### src/rtl/run_ctrl_pkg.sv
// Shared types, widths and helpers for the run controller.
package run_ctrl_pkg;

  localparam int CYC_W  = 16;
  localparam int MEM_AW = 8;
  localparam int MEM_DW = 8;

  localparam logic [2:0] ST_IDLE = 3'd0;
  localparam logic [2:0] ST_CRST = 3'd1;
  localparam logic [2:0] ST_RUN  = 3'd2;
  localparam logic [2:0] ST_FIN  = 3'd3;
  localparam logic [2:0] ST_ERR  = 3'd4;

  typedef enum logic [2:0] {
    S_IDLE = ST_IDLE,
    S_CRST = ST_CRST,
    S_RUN  = ST_RUN,
    S_FIN  = ST_FIN,
    S_ERR  = ST_ERR
  } run_state_e;

  localparam logic [CYC_W-1:0] CYC_ONE = {{(CYC_W-1){1'b0}}, 1'b1};

  function automatic logic [CYC_W-1:0] sat_inc(input logic [CYC_W-1:0] v);
    return (v == {CYC_W{1'b1}}) ? v : v + CYC_ONE;
  endfunction

endpackage

### src/rtl/run_cyc_ctr.sv
// Saturating run-cycle counter with synchronous clear and count enable.
module run_cyc_ctr
  import run_ctrl_pkg::*;
(
  input  logic             clk,
  input  logic             reset,
  input  logic             i_clr,
  input  logic             i_en,
  output logic [CYC_W-1:0] o_count
);

  logic [CYC_W-1:0] r_count;

  always_ff @(posedge clk) begin
    if (!reset) begin
      r_count <= '0;
    end else if (i_clr) begin
      r_count <= '0;
    end else if (i_en) begin
      r_count <= sat_inc(r_count);
    end
  end

  assign o_count = r_count;

endmodule

### src/rtl/run_ctrl.sv
// Host/core run sequencer: core reset pulse, run with cycle count, shared memory arbitration.
// Optional watchdog (ERR state, timeout flag) built when RUN_CTRL_WDOG_EN is defined.
module run_ctrl
  import run_ctrl_pkg::*;
#(
  parameter int          D       = 8,
  parameter logic [15:0] MAX_CYC = 16'd4000,
  parameter int          RST_CYC = 2
) (
  input  logic              clk,
  input  logic              reset,
  input  logic              req,
  output logic              ack,
  output logic              busy,
  output logic              timeout,
  output logic [CYC_W-1:0]  cycles,
  output logic              core_rst,
  input  logic              core_done,
  input  logic              host_we,
  input  logic [MEM_AW-1:0] host_addr,
  input  logic [MEM_DW-1:0] host_wdat,
  output logic              host_gnt,
  output logic [MEM_DW-1:0] host_rdat,
  input  logic              core_we,
  input  logic [MEM_AW-1:0] core_addr,
  input  logic [MEM_DW-1:0] core_wdat,
  output logic [MEM_DW-1:0] core_rdat,
  output logic              mem_we,
  output logic [MEM_AW-1:0] mem_addr,
  output logic [MEM_DW-1:0] mem_wdat,
  input  logic [MEM_DW-1:0] mem_rdat,
  output logic [2:0]        dbg_state
);

  if (D < 1 || MAX_CYC == 16'd0 || RST_CYC < 1 || RST_CYC > 15) begin : g_bad_param
    $error("run_ctrl: parameter out of range");
  end

  localparam logic [3:0] RST_LAST = 4'(RST_CYC - 1);

  logic [2:0] r_state;
  logic [2:0] w_next;
  logic [3:0] r_rst_cnt;
  logic       r_ack;
  logic       r_busy;
  logic       r_gnt;
  logic       r_core_rst;
  logic       w_start;
  logic       w_next_busy;

  assign w_start = (r_state == ST_IDLE) && req;

  always_comb begin
    w_next = r_state;
    case (r_state)
      ST_IDLE: if (req) w_next = ST_CRST;
      ST_CRST: if (r_rst_cnt == 4'd0) w_next = ST_RUN;
      ST_RUN: begin
        // core_done has priority over the watchdog when both land on the same cycle
        if (core_done) begin
          w_next = ST_FIN;
        end
`ifdef RUN_CTRL_WDOG_EN
        else if (cycles == MAX_CYC - 16'd1) begin
          w_next = ST_ERR;
        end
`endif
      end
      ST_FIN, ST_ERR: if (!req) w_next = ST_IDLE;
      default: w_next = ST_IDLE;
    endcase
  end

  assign w_next_busy = (w_next == ST_CRST) || (w_next == ST_RUN);

  always_ff @(posedge clk) begin
    if (!reset) begin
      r_state    <= ST_IDLE;
      r_rst_cnt  <= RST_LAST;
      r_ack      <= 1'b0;
      r_busy     <= 1'b0;
      r_gnt      <= 1'b1;
      r_core_rst <= 1'b1;
    end else begin
      r_state    <= w_next;
      r_ack      <= (w_next == ST_FIN) || (w_next == ST_ERR);
      r_busy     <= w_next_busy;
      r_gnt      <= !w_next_busy;
      r_core_rst <= (w_next != ST_RUN);
      if (r_state == ST_IDLE) begin
        r_rst_cnt <= RST_LAST;
      end else if (r_state == ST_CRST && r_rst_cnt != 4'd0) begin
        r_rst_cnt <= r_rst_cnt - 4'd1;
      end
    end
  end

  run_cyc_ctr u_cyc (
    .clk     (clk),
    .reset   (reset),
    .i_clr   (w_start),
    .i_en    (r_state == ST_RUN),
    .o_count (cycles)
  );

`ifdef RUN_CTRL_WDOG_EN
  logic r_timeout;

  always_ff @(posedge clk) begin
    if (!reset) begin
      r_timeout <= 1'b0;
    end else if (w_start) begin
      r_timeout <= 1'b0;
    end else if (r_state == ST_RUN && w_next == ST_ERR) begin
      r_timeout <= 1'b1;
    end
  end

  assign timeout = r_timeout;
`else
  assign timeout = 1'b0;
`endif

  assign ack       = r_ack;
  assign busy      = r_busy;
  assign host_gnt  = r_gnt;
  assign core_rst  = r_core_rst;
  assign dbg_state = r_state;

  // Only the granted side reaches the memory, so a host write while busy is dropped.
  assign mem_we    = r_gnt ? host_we   : core_we;
  assign mem_addr  = r_gnt ? host_addr : core_addr;
  assign mem_wdat  = r_gnt ? host_wdat : core_wdat;
  assign host_rdat = mem_rdat;
  assign core_rdat = mem_rdat;

endmodule
### config.mk
export PLATFORM = sky130hd
export DESIGN_NAME = run_ctrl
export DESIGN_NICKNAME = d
export VERILOG_FILES = /design/src/rtl/run_ctrl_pkg.sv /design/src/rtl/run_cyc_ctr.sv /design/src/rtl/run_ctrl.sv
export SDC_FILE = /design/constraint.sdc
export NUM_CORES = 1
export LEC_CHECK = 0
export CELL_PAD_IN_SITES_DETAIL_PLACEMENT = 0
export CELL_PAD_IN_SITES_GLOBAL_PLACEMENT = 2
export CORE_ASPECT_RATIO = 1.1
export CORE_MARGIN = 3
export CORE_UTILIZATION = 22
export CTS_BUF_LIST = sky130_fd_sc_hd__clkbuf_2 sky130_fd_sc_hd__clkbuf_4 sky130_fd_sc_hd__clkbuf_8
export DETAILED_ROUTE_END_ITERATION = 12
export PLACE_DENSITY = 0.95
export RECOVER_POWER = 50
export SYNTH_ARGS = -nofsm -noshare
export SYNTH_HDL_FRONTEND = slang
export SYNTH_SLANG_ARGS = --single-unit
export TNS_END_PERCENT = 10
### constraint.sdc
create_clock -name clk -period 2.5 [get_ports clk]
set_input_delay 0.25 -clock clk [delete_from_list [all_inputs] [get_ports clk]]
set_output_delay 0.25 -clock clk [all_outputs]
set_load 0.02 [all_outputs]
==> results.md, run 1 <==
* FP Rows at 32
* Worst skew pair latency at 0.27 ns
* # DRC at 0
* First-pass GRT wire length at 7380 um
* DR iter-0 viols at 69
* CP delay by family, top: buffers and inverters
* Tot Pwr at 0.941 mW
* RD Place Congestion at 0.822
* CP Max Fanout at 18
* Area occupied by multi-input gates at 938 um2
* H-tree levels at 1
* Slowest CP cell: clkdlybuf4s50_1
* Sw power at 0.241 mW
* Sequential cell area at 541 um2
* Max_cap viols at 0
* Distinct cell type count after synthesis at 40
* Max IR drop VDD at 205 uV
* Max Buffers Root-to-Sink at 2
* Clock Tree Root: clkbuf_8
* Initial antenna violation count at 0
* Power per cell area at 378 nW/um2
* Cell count of the worst reg-to-reg path at 4
* Drt first pass iters at 4
* Slew Limit Fails at 0
* Clk pwr share at 27.5%
* CP bufs+invs at 2
* Vias in the first global route at 1506
* Final period utilization at 80.4%
* LEAKAGE at 0.857 nW
* Die height at 97.9 um
* CP startpoint kind: flip-flop
* DR vias at 1627
* Largest family of logic cells by synthesized area: simple AND/OR/NAND/NOR gates
* Placed Area at 2440 um2
* Worst R2R End: u_cyc.o_count[13]
* Combinational power share at 25.5%
* Final antenna-violating net count at 0
* Clk slew on worst S/H paths at 0.09 ns
* Crit path required time at 2.25 ns
* Worst hold slack at 0.490 ns
* Top Ports at 103
* WL per Instance at 13.1 um
* WP depth at 3
* Grt ovf at 0
* CP Capture Type: output port
* IO buf count at 77
* Synthesized instance count at 195
* R2r setup slk at 0.56 ns
* P_int at 0.700 mW
* Largest net degree at the start of global routing at 19
* Area grow syn2layout at 47.5%
* Synth Area in Adders at 1.48%
* R2r startpoint: dbg_state[1]
* Yosys reg bits at 27
* Total wire length at 4690 um
* Hold_buf cts at 0
* Filler cell count at 753
* TritonCTS Buffers at 3
* Hold crit path type: flip-flop to flip-flop
* Final-report hold violation count at 0
* Initial Util at 23.3%
* RSZ-0062 raised after global routing: no
* Achievable frequency at 0.498 GHz
* Critical Path AT at 1.76 ns
* Synth Area in Compound Gates at 11.8%
* Clock sink count at 27
* Mean Syn Cell Area at 8.66 um2
* Status: finished clean
* Worst-Margin Slew at 0.505 ns
* GRT Util Overall at 10.4%
* Max-slew headroom at 66.0%
* Sequential area share after synthesis at 32.0%
* Synth warn at 0
* Share of power burned in registers at 47.1%
* Core area at 7250 um2
* Critical Path Source: host_gnt
* Synth Flop Type: dfxtp_1
* Ant diodes at 0
* Simple-gate portion of the synthesized area at 26.8%
* Synth Cell Area at 1690 um2
* Setup Viol. Count Final at 0
* Fin crit period at 2.01 ns
* Net Sw Frac at 25.6%
* Design Area, Final at 2490 um2
* Die X at 89.5 um
* Post-synth EDFFs at 0
* Share of cells above drive strength 1 at 12.2%
* Post-CTS Resized at 0
* Async SR Flop Fraction at 0%
* Hpwl dp at 3700 um
* Crit path to: mem_addr[2]
* Die Footprint at 8760 um2
* CP cell instances: buf_4 -> mux2_2 -> clkdlybuf4s50_1
* Hold path cells at 2
* Mux cell area share after synthesis at 13.8%
* Setup Buffers After CTS at 0
* Post-Synth XOR/XNOR Area at 1.56%
* Vias/cell at 4.56
* Critical path class: flip-flop to output port
* Crit-path max cell delay at 0.56 ns
* Final setup TNS at 0 ns
* Mapped Nets at 243
* Fin nets at 304
* Skew final at 0.00529 ns
* CTS tree: done
==> worst min path at each step <==
stage / startpoint / to / slack [ns]
2_1_floorplan: reset / ack / 0.38
3_3_place_gp: u_cyc.o_count[10] / u_cyc.o_count[10] / 0.48
3_5_place_dp: u_cyc.o_count[10] / u_cyc.o_count[10] / 0.48
4_1_cts: u_cyc.o_count[10] / u_cyc.o_count[10] / 0.50
5_1_grt: mem_rdat[6] / core_rdat[6] / 0.50
6_report: u_cyc.o_count[10] / u_cyc.o_count[10] / 0.49
==> routing by layer <==
| layer | GRT usage [%] | routed length, um |
|---|---|---|
| met1 | 14.4 | 2210 |
| met2 | 16.7 | 2270 |
| met3 | 2.95 | 200 |
| met4 | 0.802 | 6 |
| met5 | 0 | 0 |
==> Yosys cell counts, types with 4 or more instances <==
library cell	count	area (um2)
o31ai_1	6	45.0
buf_4	19	143
nand3_1	4	20.0
o21ai_0	8	40.0
nand2b_1	7	43.8
nand4_1	7	43.8
inv_1	9	33.8
nand2_1	5	18.8
a21oi_1	14	70.1
nor2_1	12	45.0
nor4_1	4	25.0
mux2_2	18	203
or3_1	7	43.8
or4_1	7	52.6
dfxtp_1	27	541
==> worst reg2reg max path, stage by stage (launching register included) <==
cell	delay (ns)
dfxtp_1	0.53
nor3b_4	0.42
nand2_2	0.19
nor4_1	0.33
mux2_2	0.36
==> area by class of cell <==
cell class / count / area share [%]
clock buffers: 4 / 1.96
repair buffers: 81 / 32.2
inverters: 9 / 1.36
multi-input cells: 134 / 37.7
flip-flops and latches: 27 / 21.7
well taps: 102 / 5.13
==> through the flow <==
stage / std cells / setup WS (ns) / utilization, %
6_report: 357 / 0.490 / 34.4
4_1_cts: 357 / 0.475 / 34.4
3_5_place_dp: 353 / 0.595 / 33.7
2_1_floorplan: 195 / 0.714 / -
5_1_grt: 357 / 0.409 / 34.4
3_3_place_gp: 353 / 0.643 / 33.7
==> flip-flops by register name, indices dropped and copies added (netlist names) <==
name and count:
ack 1, busy 1, core_rst 1, dbg_state 3, host_gnt 1, r_rst_cnt 4, u_cyc.o_count 16
==> cell families (layout without fill, tap and decap cells) <==
logic type,Yosys count,in the layout
AND/OR/NAND/NOR,73,73
AO/OA/AOI/OAI,34,34
buffers and inverters,34,94
flip-flops,27,27
multiplexers,21,21
XOR/XNOR,3,3
adder cells (fa/ha/maj),2,2
other,1,1
==> cells in the final DEF, fill, tap and decap left out, drive strengths merged, types with 4 or more instances in the layout <==
cell and count:
clkdlybuf4s50 63, dfxtp 27, mux2 18, a21oi 14
dlygate4sd3 14, nor2 12, inv 9, o21ai 8
nand4 8, nand2b 7, or4 7, or3 7
o31ai 6, nand2 6, nand3 4, nor4 4
buf 4, clkbuf 4
==> power groups by stage <==
stage | clock network [mW] | logic [mW] | registers, mW
6_report | 0.259 | 0.240 | 0.443
5_1_grt | 0.289 | 0.256 | 0.444
4_1_cts | 0.270 | 0.242 | 0.443
3_5_place_dp | 0 | 0.241 | 0.453
3_3_place_gp | 0 | 0.240 | 0.453
2_1_floorplan | 0 | 0.149 | 0.454
Note: power is estimated with default switching activity, not from simulation.
==> run 2, diff against run 1 <==
Settings changed: CORE_UTILIZATION 22 to 18, PLACE_DENSITY 0.95 to 0.84.
Clock period 2.5 ns to 1.7 ns, I/O delays scaled along.
==> results.md, run 2 (synthesis gave the netlist of run 1 again) <==
* Setup Viol. Count Final at 0
* Placed Area at 2650 um2
* Fin nets at 327
* Grt ovf at 0
* Cell count after placement at 387
* Most frequent cells in the layout: 46 x clkdlybuf4s50_1, 25 x buf_4, 18 x mux2_2
* Clock sink count at 27
* Max_cap viols at 0
* WL per Instance at 13.0 um
* First-pass GRT wire length at 7890 um
* FP Rows at 36
* Drt first pass iters at 4
* RSZ-0062 raised after global routing: no
* Slew Limit Fails at 0
* Most common cell after layout, fill and taps aside: clkdlybuf4s50_1
* TritonCTS Buffers at 3
* Core area at 9010 um2
* Max FFs per register at 16
* Max Buffers Root-to-Sink at 2
* IO buf count at 77
* CP Capture Type: output port
* Initial Util at 18.7%
* GRT Util Overall at 9.12%
* Vias/cell at 4.31
* Final-report hold violation count at 0
* Area grow syn2layout at 60.6%
* Crit path required time at 1.53 ns
* Slowest CP cell: dfxtp_2
* Hpwl dp at 4170 um
* Ant diodes at 0
* CP cell instances: buf_12 -> mux2_2 -> dlygate4sd2_1
* Critical path class: flip-flop to output port
* Die height at 108 um
* Worst hold slack at 0.340 ns
* Worst skew pair latency at 0.28 ns
* Power per cell area at 513 nW/um2
* Die Footprint at 10600 um2
* Clk slew on worst S/H paths at 0.09 ns
* Max IR drop VDD at 295 uV
* CP startpoint kind: flip-flop
* Initial antenna violation count at 0
* Crit-path max cell delay at 0.35 ns
* Final period utilization at 95.6%
* Final antenna-violating net count at 0
* Fin cells at 392
* Final setup TNS at 0 ns
* # DRC at 0
* RD Place Congestion at 0.764
* Design Area, Final at 2710 um2
* CP Max Fanout at 18
* Share of cells above drive strength 1 at 25.2%
* LEAKAGE at 1.02 nW
* Status: finished clean
* Clock Tree Root: clkbuf_8
* Fin crit period at 1.62 ns
* Tot Pwr at 1.39 mW
* Critical Path AT at 1.45 ns
* DR vias at 1689
* Worst-Margin Slew at 0.488 ns
* Total wire length at 5090 um
* Final core occ at 30.1%
* Die X at 98.3 um
* Largest net degree at the start of global routing at 19
* Cell count of the worst reg-to-reg path at 5
* Hold path cells at 0
* Hold crit path type: input pin to output port
* Hold_buf cts at 0
* Top Ports at 103
* CTS tree: done
* H-tree levels at 1
* Vias in the first global route at 1620
* PnR worst setup slack at 0.0752 ns
* Achievable frequency at 0.615 GHz
* Skew final at 0.00735 ns
* Max-slew headroom at 67.2%
* DR iter-0 viols at 63
* Post-Place Worst Slack at 0.0631 ns
run 2: cell count changes in the layout (fill, tap and decap cells not counted), sizes merged:
cell,before,now
dlygate4sd3,14,12
clkdlybuf4s15,0,2
dlygate4sd2,0,16
buf,4,26
clkbuf,4,6
clkdlybuf4s50,63,46
run 2: what timing repair did:
action                     4_1_cts  5_1_grt
resized for setup               18       13
pin swaps                        0        1
buffers inserted                 0        1
setup endpoints to repair       18       21
run 2: final cells by class:
| type | count | area (um2) |
|---|---|---|
| clock buffers | 4 | 48.8 |
| fillers | 993 | 6300 |
| inverters | 9 | 33.8 |
| multi-input cells | 134 | 975 |
| flip-flops and latches | 27 | 553 |
| well taps | 114 | 143 |
| repair buffers | 104 | 957 |
run 2: routing by layer:
layer | GRT usage (%) | vias up | wire length [um]
li1 | - | 864 | -
met1 | 12.2 | 787 | 2310
met2 | 14.9 | 32 | 2510
met3 | 2.20 | 6 | 203
met4 | 1.95 | 0 | 63
met5 | 0 | - | 0
run 2: worst max-delay path: cells and delay by family, from the launching register on:
kind                   cells  cell delay [ns]
buffers and inverters      2             0.47
muxes                      1             0.35
DFF                        1             0.35
run 2: worst paths after layout:
check | startpoint | slack [ns] | end
hold / removal | mem_rdat[5] | 0.34 | core_rdat[5]
hold reg to reg | u_cyc.o_count[1] | 0.49 | u_cyc.o_count[1]
setup reg to reg | u_cyc.o_count[1] | 0.09 | u_cyc.o_count[13]
setup / recovery | host_gnt | 0.08 | mem_we
run 2: where the power goes:
| group | switching (mW) | total (mW) | internal, mW |
|---|---|---|---|
| sequential | 0.00619 | 0.647 | 0.641 |
| combinational | 0.154 | 0.347 | 0.193 |
| clock | 0.213 | 0.397 | 0.184 |
| total | 0.373 | 1.39 | 1.02 |
==> run 3, diff against run 2 <==
Settings changed: CELL_PAD_IN_SITES_GLOBAL_PLACEMENT 2 to 1, CORE_UTILIZATION 18 to 24, PLACE_DENSITY 0.84 to 0.86.
==> results.md, run 3 (synthesis gave the netlist of run 1 again) <==
* R2r setup slk at 0.05 ns
* Top Ports at 103
* WL per Instance at 13.3 um
* Combinational power share at 25.0%
* Status: finished clean
* Final period utilization at 97.2%
* Skew final at 0.00656 ns
* DR iter-0 viols at 55
* P_int at 1.01 mW
* Crit path required time at 1.91 ns
* Grt ovf at 0
* TritonCTS Buffers at 3
* Sw power at 0.357 mW
* Net Sw Frac at 26.1%
* # DRC at 0
* Largest net degree at the start of global routing at 19
* Final antenna-violating net count at 0
* Setup Buffers After CTS at 0
* R2r startpoint: u_cyc.o_count[0]
* H-tree levels at 1
* Critical path class: flip-flop to flip-flop
* Max-slew headroom at 66.1%
* Hold crit path type: input pin to output port
* RD Place Congestion at 0.884
* Final-report hold violation count at 0
* Hold path cells at 0
* Clk pwr share at 27.9%
* Fin crit period at 1.65 ns
* Worst hold endpoint: host_rdat[5]
* CTS tree: done
* Final core occ at 38.9%
* Die X at 86.0 um
* Ant diodes at 0
* Initial Util at 25.2%
* Worst R2R End: u_cyc.o_count[8]
* Die Footprint at 8080 um2
* Share of power burned in registers at 47.2%
* Hpwl dp at 3870 um
* Core area at 6710 um2
* Max Buffers Root-to-Sink at 2
* Hold path startpoint: mem_rdat[5]
* Area grow syn2layout at 54.7%
* GRT Util Overall at 11.4%
* Power per cell area at 525 nW/um2
* Max IR drop VDD at 410 uV
* Slew Limit Fails at 0
* Max FFs per register at 16
* Clock sink count at 27
* Fin nets at 323
* CP Max Fanout at 6
* Worst skew pair latency at 0.27 ns
* RSZ-0062 raised after global routing: yes
* LEAKAGE at 0.986 nW
* Clk slew on worst S/H paths at 0.09 ns
* Vias/cell at 4.70
* CP startpoint kind: flip-flop
* CP Capture Type: flip-flop
* Setup Viol. Count Final at 0
* Most common cell after layout, fill and taps aside: clkdlybuf4s50_1
* Most frequent cells in the layout: 45 x clkdlybuf4s50_1, 22 x buf_4, 19 x dfxtp_1
* Vias in the first global route at 1583
* Achievable frequency at 0.605 GHz
* FP Rows at 31
* Max_cap viols at 0
* Worst-Margin Slew at 0.508 ns
* Critical Path AT at 1.86 ns
* Total wire length at 4750 um
* Drt first pass iters at 4
* Die height at 94.0 um
* DR vias at 1674
* IO buf count at 77
* Clock Tree Root: clkbuf_8
* Cell count of the worst reg-to-reg path at 5
* Share of cells above drive strength 1 at 21.9%
* Initial antenna violation count at 0
* First-pass GRT wire length at 7590 um
* Final setup TNS at 0 ns
run 3: changes by cell type in the layout (fill, tap and decap cells not counted), moves of 2 or more:
cell             before  now
buf_4                25   22
clkdlybuf4s15_1       2    0
dfxtp_1              17   19
dfxtp_2              10    8
dlygate4sd3_1        12   14
run 3: metrics by stage:
step / setup slack, ns / instances / hold WS (ns) / cell area, um2 / power [mW]
3_3_place_gp: 0.0650 / 352 / 0.340 / 2590 / 1.03
3_5_place_dp: 0.0462 / 352 / 0.340 / 2590 / 1.03
5_1_grt: -0.0309 / 356 / 0.340 / 2610 / 1.44
2_1_floorplan: -0.00573 / 195 / 0.298 / 1710 / 0.889
4_1_cts: 0.0311 / 356 / 0.340 / 2610 / 1.39
6_report: 0.0476 / 356 / 0.340 / 2610 / 1.37
run 3: final cells by class:
cell class / instances / area, um2
timing repair buffer: 100 / 928
multi-input combinational: 134 / 947
sequential: 27 / 551
fill: 689 / 4100
inverter: 9 / 33.8
clock buffer: 4 / 48.8
tap: 82 / 103
run 3: how the worst max path moves through the flow:
stage,startpoint,to,slack (ns),cells past startpoint
6_report,u_cyc.o_count[0],u_cyc.o_count[8],0.05,5
5_1_grt,u_cyc.o_count[0],u_cyc.o_count[8],-0.03,5
4_1_cts,dbg_state[2],dbg_state[2],0.03,2
3_5_place_dp,u_cyc.o_count[0],u_cyc.o_count[8],0.05,5
3_3_place_gp,u_cyc.o_count[3],u_cyc.o_count[13],0.07,4
2_1_floorplan,dbg_state[0],u_cyc.o_count[13],-0.006,5
run 3: power groups by stage:
stage	clock network, mW	registers [mW]	logic, mW
final	0.382	0.646	0.342
after global routing	0.428	0.648	0.366
after CTS	0.400	0.647	0.345
after detailed placement	0	0.662	0.370
after global placement	0	0.661	0.368
after floorplan	0	0.668	0.221
run 3: worst max-delay path: stages (launching register included):
cell     delay [ns]
dfxtp_2        0.37
ha_2           0.23
and3_1         0.21
nand2_1        0.13
or4_1          0.50
a21oi_1        0.16
run 3: routing by layer:
layer	vias to the layer above	global-route usage, %	wire (um)
met5	-	0	0
met4	0	1.19	0
met3	0	2.54	278
met2	46	18.8	2390
met1	779	15.7	2080
li1	849	-	-
run 3: repair_timing:
| item | CTS | global route |
|---|---|---|
| hold buffers | 0 | 0 |
| pin swaps | 0 | 0 |
| endpoints found under the setup margin | 17 | 8 |
| resized for setup | 17 | 3 |
| hold endpoints to repair | 0 | 0 |
